<file path="config.mk">
export PLATFORM = sky130hd
export DESIGN_NAME = label_bbox_tracker
export DESIGN_NICKNAME = d
export VERILOG_FILES = /design/src/rtl/label_bbox_tracker.sv
export SDC_FILE = /design/constraint.sdc
export NUM_CORES = 1
export LEC_CHECK = 0
export ABC_CLOCK_PERIOD_IN_PS = 17620
export CAP_MARGIN = 40
export CORE_UTILIZATION = 45
export CTS_CLUSTER_SIZE = 28
export DETAILED_ROUTE_END_ITERATION = 10
export PLACE_DENSITY = 0.62
export SLEW_MARGIN = 20
export SYNTH_ARGS = -nofsm -noshare
export SYNTH_HDL_FRONTEND = slang
export SYNTH_SLANG_ARGS = --single-unit
export TNS_END_PERCENT = 20
</file>
<file path="constraint.sdc">
create_clock -name pclk -period 17.62 [get_ports pclk]
set_clock_uncertainty 0.15 [all_clocks]
set_input_delay 3.524 -clock pclk [delete_from_list [all_inputs] [get_ports pclk]]
set_output_delay 3.524 -clock pclk [all_outputs]
set_load 0.005 [all_outputs]
</file>
<file path="src/rtl/label_bbox_tracker.sv">
// Per-channel label bounding-box tracker.
// Each channel counts pixels matching its configured label and tracks their
// min/max box per frame. Frames with enough matches refresh a candidate box,
// and consecutive misses discard it. Candidates are published once per window.
module label_bbox_tracker #(
   parameter int unsigned NUM_CH        = 2,
   parameter int unsigned LABEL_W       = 3,
   parameter int unsigned COORD_W       = 10,
   parameter int unsigned THRESH        = 85,
   parameter int unsigned UPDATE_FRAMES = 90,
   parameter int unsigned MISS_FRAMES   = 4
) (
   input  logic                        pclk,
   input  logic                        reset,
   input  logic                        pix_valid,
   input  logic                        v_finish,
   input  logic [LABEL_W-1:0]          label_data,
   input  logic [COORD_W-1:0]          x_pixel,
   input  logic [COORD_W-1:0]          y_pixel,
   input  logic [NUM_CH*LABEL_W-1:0]   cfg_label,
   input  logic [NUM_CH-1:0]           freeze,
   output logic [NUM_CH*COORD_W-1:0]   x_min,
   output logic [NUM_CH*COORD_W-1:0]   x_max,
   output logic [NUM_CH*COORD_W-1:0]   y_min,
   output logic [NUM_CH*COORD_W-1:0]   y_max,
   output logic [NUM_CH-1:0]           box_present,
   output logic [NUM_CH-1:0]           box_valid
);

   localparam int unsigned CNT_W  = $clog2(THRESH + 1);
   localparam int unsigned MISS_W = $clog2(MISS_FRAMES + 1);
   localparam int unsigned FC_W   = (UPDATE_FRAMES > 1) ? $clog2(UPDATE_FRAMES) : 1;

   typedef struct packed {
      logic [COORD_W-1:0] x_min;
      logic [COORD_W-1:0] x_max;
      logic [COORD_W-1:0] y_min;
      logic [COORD_W-1:0] y_max;
   } box_t;

   localparam box_t BOX_SENTINEL = '{x_min: '1, x_max: '0, y_min: '1, y_max: '0};

   box_t              acc_q      [NUM_CH];
   box_t              acc_d      [NUM_CH];
   box_t              close_box  [NUM_CH];
   logic [CNT_W-1:0]  cnt_q      [NUM_CH];
   logic [CNT_W-1:0]  cnt_d      [NUM_CH];
   logic [CNT_W-1:0]  close_cnt  [NUM_CH];
   logic              match      [NUM_CH];
   logic              hit        [NUM_CH];
   box_t              cand_box_q [NUM_CH];
   box_t              cand_box_d [NUM_CH];
   logic              cand_vld_q [NUM_CH];
   logic              cand_vld_d [NUM_CH];
   logic [MISS_W-1:0] miss_q     [NUM_CH];
   logic [MISS_W-1:0] miss_d     [NUM_CH];
   logic [FC_W-1:0]   frame_q;
   logic [FC_W-1:0]   frame_d;
   logic              publish;

   // Frame counter and publish strobe
   always_comb begin
      frame_d = frame_q;
      publish = v_finish && (frame_q == FC_W'(UPDATE_FRAMES - 1));
      if (v_finish) begin
         if (publish) frame_d = '0;
         else         frame_d = frame_q + FC_W'(1);
      end
   end

   // Per-channel accumulate, frame close and candidate update
   always_comb begin
      for (int c = 0; c < NUM_CH; c++) begin
         match[c]      = pix_valid && (label_data == cfg_label[c*LABEL_W +: LABEL_W]);
         close_box[c]  = acc_q[c];
         close_cnt[c]  = cnt_q[c];
         cand_box_d[c] = cand_box_q[c];
         cand_vld_d[c] = cand_vld_q[c];
         miss_d[c]     = miss_q[c];
         if (match[c]) begin
            if (cnt_q[c] != CNT_W'(THRESH)) close_cnt[c] = cnt_q[c] + CNT_W'(1);
            if (x_pixel < acc_q[c].x_min) close_box[c].x_min = x_pixel;
            if (x_pixel > acc_q[c].x_max) close_box[c].x_max = x_pixel;
            if (y_pixel < acc_q[c].y_min) close_box[c].y_min = y_pixel;
            if (y_pixel > acc_q[c].y_max) close_box[c].y_max = y_pixel;
         end
         hit[c]   = (close_cnt[c] >= CNT_W'(THRESH));
         acc_d[c] = close_box[c];
         cnt_d[c] = close_cnt[c];
         if (v_finish) begin
            acc_d[c] = BOX_SENTINEL;
            cnt_d[c] = '0;
            if (hit[c]) begin
               cand_box_d[c] = close_box[c];
               cand_vld_d[c] = 1'b1;
               miss_d[c]     = '0;
            end else begin
               if (miss_q[c] != MISS_W'(MISS_FRAMES)) miss_d[c] = miss_q[c] + MISS_W'(1);
               if (miss_d[c] == MISS_W'(MISS_FRAMES)) cand_vld_d[c] = 1'b0;
            end
         end
      end
   end

   // Tracking state registers
   always_ff @(posedge pclk or posedge reset) begin
      if (reset) begin
         frame_q <= '0;
         for (int c = 0; c < NUM_CH; c++) begin
            acc_q[c]      <= BOX_SENTINEL;
            cnt_q[c]      <= '0;
            cand_box_q[c] <= '0;
            cand_vld_q[c] <= 1'b0;
            miss_q[c]     <= '0;
         end
      end else begin
         frame_q <= frame_d;
         for (int c = 0; c < NUM_CH; c++) begin
            acc_q[c]      <= acc_d[c];
            cnt_q[c]      <= cnt_d[c];
            cand_box_q[c] <= cand_box_d[c];
            cand_vld_q[c] <= cand_vld_d[c];
            miss_q[c]     <= miss_d[c];
         end
      end
   end

   // Published outputs, refreshed on the publish edge unless frozen
   always_ff @(posedge pclk or posedge reset) begin
      if (reset) begin
         x_min       <= '0;
         x_max       <= '0;
         y_min       <= '0;
         y_max       <= '0;
         box_present <= '0;
         box_valid   <= '0;
      end else begin
         for (int c = 0; c < NUM_CH; c++) begin
            box_valid[c] <= 1'b0;
            if (publish && !freeze[c]) begin
               box_valid[c]                 <= 1'b1;
               box_present[c]               <= cand_vld_d[c];
               x_min[c*COORD_W +: COORD_W]  <= cand_vld_d[c] ? cand_box_d[c].x_min : '0;
               x_max[c*COORD_W +: COORD_W]  <= cand_vld_d[c] ? cand_box_d[c].x_max : '0;
               y_min[c*COORD_W +: COORD_W]  <= cand_vld_d[c] ? cand_box_d[c].y_min : '0;
               y_max[c*COORD_W +: COORD_W]  <= cand_vld_d[c] ? cand_box_d[c].y_max : '0;
            end
         end
      end
   end

endmodule
</file>
**Word level (Yosys, flattened, before mapping)**

Cells that the tools add are included.

- Register bits: 273
- Input port bits: 35
- Output and inout bits: 84
- Word-level logic and storage cells: 112

- Add/sub/neg operators: 5
- $lt $le $gt $ge: 10
- Equal/unequal tests: 9
- Mux-type cells: 47
- Reductions and logical operators: 7

Operators with widths:

| cell | count |
|---|---|
| $mux W40 | 8 |
| $mux W10 | 16 |
| $mux W7 | 7 |
| $gt A10 B10 Y1 | 4 |
| $lt A10 B10 Y1 | 4 |
| $mux W3 | 8 |
| $add A7 B1 Y7 const B | 3 |
| $ge A7 B7 Y1 const B | 2 |
| $ne A7 B7 Y1 const B | 2 |
| $mux W1 | 8 |
| $eq A7 B7 Y1 const B | 1 |
| $add A3 B1 Y3 const B | 2 |
| $eq A3 B3 Y1 | 2 |
| $eq A3 B3 Y1 const B | 2 |
| $ne A3 B3 Y1 const B | 2 |
| $logic_and A1 B1 Y1 | 5 |
| $logic_not A1 Y1 | 2 |

**Depth between registers and ports, before layout**

- Depth in word-level cells: 11
- Gate-level depth with buffers: 12
- Gate-level depth less buffers: 9

**Least setup slack after synthesis**

OpenSTA, ideal clock, no wires.

- Path type: input-to-reg
- Start point: input cfg_label[0]
- End point: register x_max[0]
- Library setup time: 126 ps
- Data arrival time: 5,655 ps
- Data required time: 17,344 ps
- Setup slack: 11,689 ps
- Stages on the path: 8
- Cell sequence: xor2_1 nor4_1 mux2i_1 or4b_1 a211o_1 nor3b_2 buf_6 a221o_1

- Longest elaborated chain between the ends: 7
- Elaborated cells between the ends (all ways): 10
- Classes of those cells: 1 x order compare; 1 x eq/ne; 7 x mux; 1 x reduce/logical

Ends and longest elaborated chain:

| element | line | source |
|---|---|---|
| start, declared | 20 | `input logic [NUM_CH*LABEL_W-1:0] cfg_label,` |
| $eq A3 B3 Y1 (*) | 74 | `match[c] = pix_valid && (label_data == cfg_label[c*LABEL_W +: LABEL_W]);` |
| $logic_and A1 B1 Y1 (*) | 74 |  |
| $mux W7 | 80 | `if (match[c]) begin` |
| $ge A7 B7 Y1 | 87 | `hit[c] = (close_cnt[c] >= CNT_W'(THRESH));` |
| $mux W40 or $mux W1 (tied branches) | 93 | `if (hit[c]) begin` |
| $mux W40 or $mux W1 (tied branches) | 90 | `if (v_finish) begin` |
| $mux W10 (*) | 144 | `x_max[c*COORD_W +: COORD_W] <= cand_vld_d[c] ? cand_box_d[c].x_max : '0;` |
| end signal, assigned by index | 144 |  |
| end, declared | 23 | `output logic [NUM_CH*COORD_W-1:0] x_max,` |

Mark *: on every way between the ends. The rest lies on a longest branch, timed or not.
A chain may end at the register's enable or synchronous reset.

**Worst setup path in the final report**

- Start point: input x_pixel[9]
- End point: register x_max[14]

- Longest elaborated chain between the ends: 6

Ends and longest elaborated chain:

| element | line | source |
|---|---|---|
| start, declared | 18 | `input logic [COORD_W-1:0] x_pixel,` |
| $gt A10 B10 Y1 | 83 | `if (x_pixel > acc_q[c].x_max) close_box[c].x_max = x_pixel;` |
| $mux W10 | 83 |  |
| $mux W40 | 80 |  |
| $mux W40 | 93 |  |
| $mux W40 | 90 |  |
| $mux W10 | 144 |  |

Every way passes these cells.

==> flow_metrics.tcl <==
set metrics [dict create \
    tightest_slew_ns 1.11 \
    grt_setup_unrepaired "false" \
    synthMuxAreaShare_pct 3.08 \
    slew_violations 0 \
    regToRegSetupSlack_ns 13.99 \
    synth_compound_area_share_pct 15.9 \
    total_power_mw 1.55 \
    hp-start "cand_box_q[18]$_DFF_PP0_" \
    dp.cells 1978 \
    yosys_warnings 0 \
    path_clk_slew_ns 0.06 \
    clk_latency_ns 0.57 \
    yosys.area_share.adder_pct 7.50 \
    cts_buffers 31 \
    grt-ovfl-total 0 \
    start_util_pct 45.6 \
    grt_pass1_wl_mm 60.2 \
    swShare_pct 27.7 \
    drtIter0Drc 818 \
    nNetsFinal 1732 \
    dp_hpwl_mm 23.5 \
    antenna_left 0 \
    netlist_instances 1536 \
    powerDensity_mw_per_mm2 91.9 \
    critPathArrivalTime_ns 7.28 \
    clock_path_buffers 3 \
    synth_nets 1657 \
    drc 0 \
    regToRegStartpoint "cnt_q[7]$_DFF_PP0_" \
    crit_start "x_pixel[9]" \
    leakage_nw 7.74 \
    root_buffer "clkbuf_16" \
    setup_viol 0 \
    seqCellArea_mm2 0.00688 \
    fp.dieH_um 181 \
    die_w_um 181 \
    power.switching_mw 0.431 \
    cts_resized 0 \
    synth_top_family_by_area "simple AND/OR/NAND/NOR gates" \
    pwr-share-comb_pct 13.7 \
    firstDrtPassIters 5 \
    ys_seq_elements 273 \
    multi_input_area_mm2 0.00672 \
    path_class "in2reg" \
    vdd_drop_max_mv 0.0747 \
    synth_cell_types 60 \
    min_period_ns 6.97 \
    endpoint "x_max[14]$_DFFE_PP0P_" \
    p_clk_share_pct 42.3 \
    power_frac_seq_pct 44.0 \
    syn2layout_area_growth_pct 17.8 \
    cap_violations 0 \
    cts-hold-fix-buffers 0 \
    startpoint_type "primary input" \
    instances_no_fill 2038 \
    post_cts_buffers 0 \
    crit_fanout 21 \
    hold_violations 0 \
    synth_area_mm2 0.0143 \
    max_freq_mhz 144 \
    postSynthAreaPerCell_um2 9.34 \
    synth-edff-count 0 \
    die-area_mm2 0.0326 \
    yosys.area_share.xor_xnor_pct 1.34 \
    period_share_pct 39.5 \
    r2r_end "x_min[0]$_DFFE_PP0P_" \
    nFillCells 2862 \
    cts_tree "done" \
    totalWireLength_mm 36.2 \
    drt-wirelength-per-cell_um 17.8 \
    setup_tns_ns 0 \
    final_layout_size_suffix_gt1_share_pct 9.54 \
    gp_congestion 0.820 \
    ys.flop_type "dfrtp_1" \
    htree_levels 1 \
    outcome "finished clean" \
    yosysSeqAreaShare_pct 48.0 \
    hold_path_class "reg2reg" \
    antenna_found_initial 0 \
    via_count 11700 \
    grt_use_total_pct 22.6 \
    num_rows 65 \
    p_int_mw 1.12 \
    clock_sinks 273 \
    worst-r2r-cell-count 10 \
    end_kind "flop" \
    diodes 0 \
    grt_start_max_net_pins 179 \
    grt_pass1_vias 11400 \
    synthArstFlopShare_pct 100 \
    vias_per_cell 5.73 \
    relSlewSlack_pct 25.9 \
    port_buffers 118 \
    fp.coreArea_mm2 0.0315 \
    critPathRequiredTime_ns 17.93 \
    synth-simple-area-share_pct 18.7 \
    ioPinCount 119 \
]
synth_stat cells (all sizes together) (5+ instances only):
cell	instances	area [um^2]
and3	7	43.8
a21oi	49	245
o31ai	5	37.5
xnor2	10	87.6
nor3	74	370
nand2	231	867
a21o	7	52.6
a31o	5	43.8
a221o	40	400
ha	86	1080
buf	27	153
nand2b	13	81.3
dfstp	40	1050
inv	100	375
a221oi	19	166
o22ai	5	31.3
mux2i	43	430
a311oi	21	184
nand4	15	93.8
dfrtp	233	5830
a31oi	46	288
nor2	110	413
xor2	12	105
a211oi	6	45.0
and2	15	93.8
nor4	29	181
or2	37	231
o31a	6	52.6
o21ai	100	500
clkbuf	68	255
and4	5	43.8
nand3	29	145
per-layer routing:
layer | vias up | global-route usage (%) | share of wire (%)
met5 | - | 0 | 0
li1 | 5625 | - | -
met1 | 5710 | 34.4 | 50
met4 | 0 | 6.15 | 2.3
met3 | 58 | 2.85 | 4.8
met2 | 290 | 33.7 | 43
through the flow:
step / instance area (um^2) / setup WS (ns) / util, % / hold slack (ns)
global route: 16900 / 10.40 / 53.7 / 0.341
global placement: 15800 / 10.10 / 50.1 / 0.300
finish: 16900 / 10.65 / 53.7 / 0.322
detailed placement: 15800 / 10.04 / 50.2 / 0.310
CTS: 16900 / 10.64 / 53.6 / 0.324
floorplan: 14300 / 6.49 / - / 0.291
power by group through the flow:
stage / combinational, mW / clock [mW] / sequential (mW)
4_1_cts: 0.215 / 0.674 / 0.684
6_report: 0.213 / 0.656 / 0.684
5_1_grt: 0.240 / 0.700 / 0.688
2_1_floorplan: 0.138 / 0 / 0.689
3_3_place_gp: 0.208 / 0 / 0.693
3_5_place_dp: 0.214 / 0 / 0.694
cell usage in the layout (no fill, tap or decap), types with 5 or more instances in the layout:
cell,instances
dfrtp_1,233
nand2_1,231
clkdlybuf4s50_1,117
nor2_1,110
o21ai_0,100
inv_1,99
ha_1,86
nor3_1,74
a21oi_1,49
a31oi_1,45
mux2i_1,43
a221o_1,40
dfstp_2,40
clkbuf_16,31
nor4_1,29
nand3_1,29
or2_2,23
a311oi_1,21
a221oi_1,19
nand4_1,15
and2_1,15
or2_1,14
buf_4,14
nand2b_1,12
xor2_1,12
xnor2_1,10
clkinv_2,9
and3_1,7
a21o_1,7
clkbuf_8,7
a211oi_1,6
o31a_1,6
a31o_2,5
and4_1,5
o22ai_1,5
clkinvlp_4,5
sequential cells by signal, summed over array words and instances, names as in the netlist, 7 cells and up:
signal	flops
acc_q	80
cand_box_q	80
x_max	20
x_min	20
y_max	20
y_min	20
cnt_q	14
frame_q	7
worst max-delay path, cell delays in order:
cell and delay (ns):
clkdlybuf4s50_1 0.72, ha_1 0.89, nand2_1 0.11, nor3_1 0.48, nand2b_1 0.71, o21ai_0 0.21, nor3_1 0.36, or2_2 0.19
a21oi_1 0.05
how the worst min path moves through the flow:
stage	to	cells after the start
after floorplan	cand_box_q[13]$_DFF_PP0_	1
after global placement	cand_box_q[14]$_DFF_PP0_	1
after detailed placement	cand_box_q[18]$_DFF_PP0_	1
after CTS	cand_box_q[18]$_DFF_PP0_	1
after global routing	cand_box_q[14]$_DFF_PP0_	1
final	cand_box_q[18]$_DFF_PP0_	1
layout make-up:
| type | instances | area share, % |
|---|---|---|
| multi-input cells | 1067 | 39.7 |
| clock buffers | 39 | 5.18 |
| flip-flops and latches | 273 | 40.7 |
| inverters | 101 | 2.29 |
| repair buffers | 137 | 8.04 |
| well taps | 402 | 2.98 |
| clock inverters | 19 | 1.08 |
cell families after synthesis:
kind of cell    Yosys count
buf+inv                 196
xor+xnor                 22
flops                   273
simple gates            579
compound gates          336
fa+ha+maj                86
mux                      44
Note: power is estimated with default switching activity, not from simulation.
==> RTL change (same settings) <==
Reset style: synchronous (`reset`), changed in 2 clocked blocks.
--- a/src/rtl/label_bbox_tracker.sv
+++ b/src/rtl/label_bbox_tracker.sv
@@ -103,7 +103,7 @@
    end
 
    // Tracking state registers
-   always_ff @(posedge pclk or posedge reset) begin
+   always_ff @(posedge pclk) begin
       if (reset) begin
          frame_q <= '0;
          for (int c = 0; c < NUM_CH; c++) begin
@@ -126,7 +126,7 @@
    end
 
    // Published outputs, refreshed on the publish edge unless frozen
-   always_ff @(posedge pclk or posedge reset) begin
+   always_ff @(posedge pclk) begin
       if (reset) begin
          x_min       <= '0;
          x_max       <= '0;
Check against the original RTL: same outputs for any inputs over 10 cycles, from zero or initial values and one cycle with reset high; that may be too few to reach the edited logic, so the function may still have changed.
==> RTL change against the original RTL <==
Area after synthesis decreased by 9.2%. Critical path type unchanged. Die area down 9.1%. Setup slack got worse by 0.016 ns. Maximum frequency shrank 0.22%. Via count decreased by 8.4%. Sequential cell count is the same. Count of clock-buffer cells in the layout is 7 higher. Largest cell class is now multi-input gates. Routed wire length decreased by 6.6%. First-iteration DRC count shrank 6.8%. Utilization rose by 1.3 points. Cell area is 8.3% lower. Sequential share of layout area shrank 5.4 points.
Power is not compared: it rests on default switching activity, and its combinational part moved more than twofold at a synthesized area within 25%.
==> RTL change: results (changes against the original RTL) <==
** Outcome
- Run status :: finished, final reports clean

** Worst hold path
- Min-Delay Endpoint :: y_min[0]
- Start point of the worst hold path :: cand_box_q[0][10]

** Placement
- The final weighted congestion in routability-driven placement is 0.7882 (-3.9%).
- Dpl hpwl :: 22060 um (-6.1%)
- Placement Setup Slack :: 10.07 ns (+0.03180 ns)

** Worst setup path
- Worst R2R Start :: cnt_q[0][0]
- The reg2reg setup slack came to 13.61 ns (-0.38 ns).
- The worst register-to-register path ends at x_max[9].
- Critical Path Fanout Max :: 43 (+100%)
- Arrival time at the worst endpoint :: 7.31 ns (+0.03 ns)

** Global route
- First-pass GRT wire length :: 53920 um (-10%)
- Total GRT Usage :: 0.2276 (+0.001856)
- Most utilized layer in the global route result :: met2
- GR Layer Usage met1 :: 0.3184 (-0.02516)
- Vias in the first global route :: 10140 (-11%)
- Met3 Usage GRT :: 0.02724 (-0.001259)
- The maximum number of pins on one net before global-route repair came to 56 (-69%).

** Synth
- Largest cells by area after synthesis :: sky130_fd_sc_hd__dfxtp_1 42%, sky130_fd_sc_hd__ha_1 8.3%, sky130_fd_sc_hd__mux2i_1 7.1%
- Post-synth ARST share :: 0 (-1.000)
- The post-synthesis net count came to 1529 (-7.7%).
- Share of synthesized area occupied by flip-flops and latches :: 0.4196 (-0.06000)
- The post-synthesis cell type count was 58 (-3.3%).
- Counting instances in the post-synthesis netlist gives the leading cell types as 273 x sky130_fd_sc_hd__dfxtp_1, 121 x sky130_fd_sc_hd__nand2_1, 115 x sky130_fd_sc_hd__a21oi_1.

** Detailed routing
- Via-to-Cell Ratio :: 5.683 (-0.86%)
- Average detailed-routed wire length per instance :: 17.95 um (+1.1%)

** Cells and area
- NumNets Final :: 1603 (-7.4%)
- The ratio of cells with drive above 1 in the final layout was 0.09242 (-0.002934).
- Filler Cell Count :: 2543 (-11%)

** Clock tree
- Num CTS Buffers :: 30 (-3.2%)
- Insertion delay of the later-clocked pin in the worst-skew pair :: 0.55 ns (-0.02 ns)
==> RTL change: cell count changes after synthesis, moves of 43 or more <==
cell	unedited run	this run
sky130_fd_sc_hd__a211oi_1	6	57
sky130_fd_sc_hd__a21oi_1	49	115
sky130_fd_sc_hd__dfrtp_1	233	0
sky130_fd_sc_hd__dfxtp_1	0	273
sky130_fd_sc_hd__mux2i_1	43	93
sky130_fd_sc_hd__nand2_1	231	121
sky130_fd_sc_hd__nor3_1	74	10
sky130_fd_sc_hd__o211ai_1	3	46
sky130_fd_sc_hd__o21ai_0	100	18
==> RTL change: worst max-delay path by stage <==
stage / start / endpoint / slack [ns] / cells after the start
floorplan: x_pixel[7] / x_max[12] / 12.07 / 8
global placement: label_data[0] / cand_box_q[0][0] / 10.18 / 10
detailed placement: label_data[0] / x_max[5] / 10.07 / 10
CTS: label_data[0] / x_max[5] / 10.65 / 10
global route: label_data[0] / x_max[5] / 10.42 / 10
finish: label_data[0] / x_max[9] / 10.64 / 10
==> RTL change: layer usage <==
metal,up-vias,share of wire
met5,-,0
met4,0,0.023
met3,64,0.048
met2,272,0.44
met1,5127,0.49
li1,5233,-
==> RTL change: kinds of logic after synthesis <==
family,after synthesis,share of synthesized area
compound gates,406,0.2284
simple gates,335,0.1200
flops,273,0.4196
buf+inv,193,0.06100
mux,95,0.07320
fa+ha+maj,86,0.08261
xor+xnor,20,0.01518
==> RTL change: final cells by class <==
type	count	area share
clock buffer	46	0.05952
tap	378	0.03053
multi-input combinational	942	0.4399
inverter	89	0.02156
timing repair buffer	146	0.09142
sequential	273	0.3527
clock inverter	8	0.004361
==> RTL change: metrics by stage <==
step	cells	cell area (um^2)	hold slack (ns)
6_report	1882	15490	0.3078
5_1_grt	1882	15490	0.3300
4_1_cts	1880	15460	0.3113
3_5_place_dp	1826	14470	0.2893
3_3_place_gp	1824	14440	0.2947
2_1_floorplan	1408	13030	0.2767
==> RTL change: power by group <==
group	leakage (uW)	total, uW	switching [uW]	internal [uW]
Sequential	0.00220	623	2.45	620
Combinational	0.00366	80.7	50.6	30.1
Clock	0.000492	624	252	372
==> RTL change: critical path, cell delays in order <==
cell and delay (ns):
sky130_fd_sc_hd__clkdlybuf4s50_1 0.48, sky130_fd_sc_hd__xnor2_2 0.23, sky130_fd_sc_hd__nand4_4 0.30, sky130_fd_sc_hd__nor4_2 0.47, sky130_fd_sc_hd__nor4_4 0.10, sky130_fd_sc_hd__o31ai_4 0.24
sky130_fd_sc_hd__buf_4 0.47, sky130_fd_sc_hd__and2_2 0.59, sky130_fd_sc_hd__buf_4 0.61, sky130_fd_sc_hd__mux2i_1 0.25
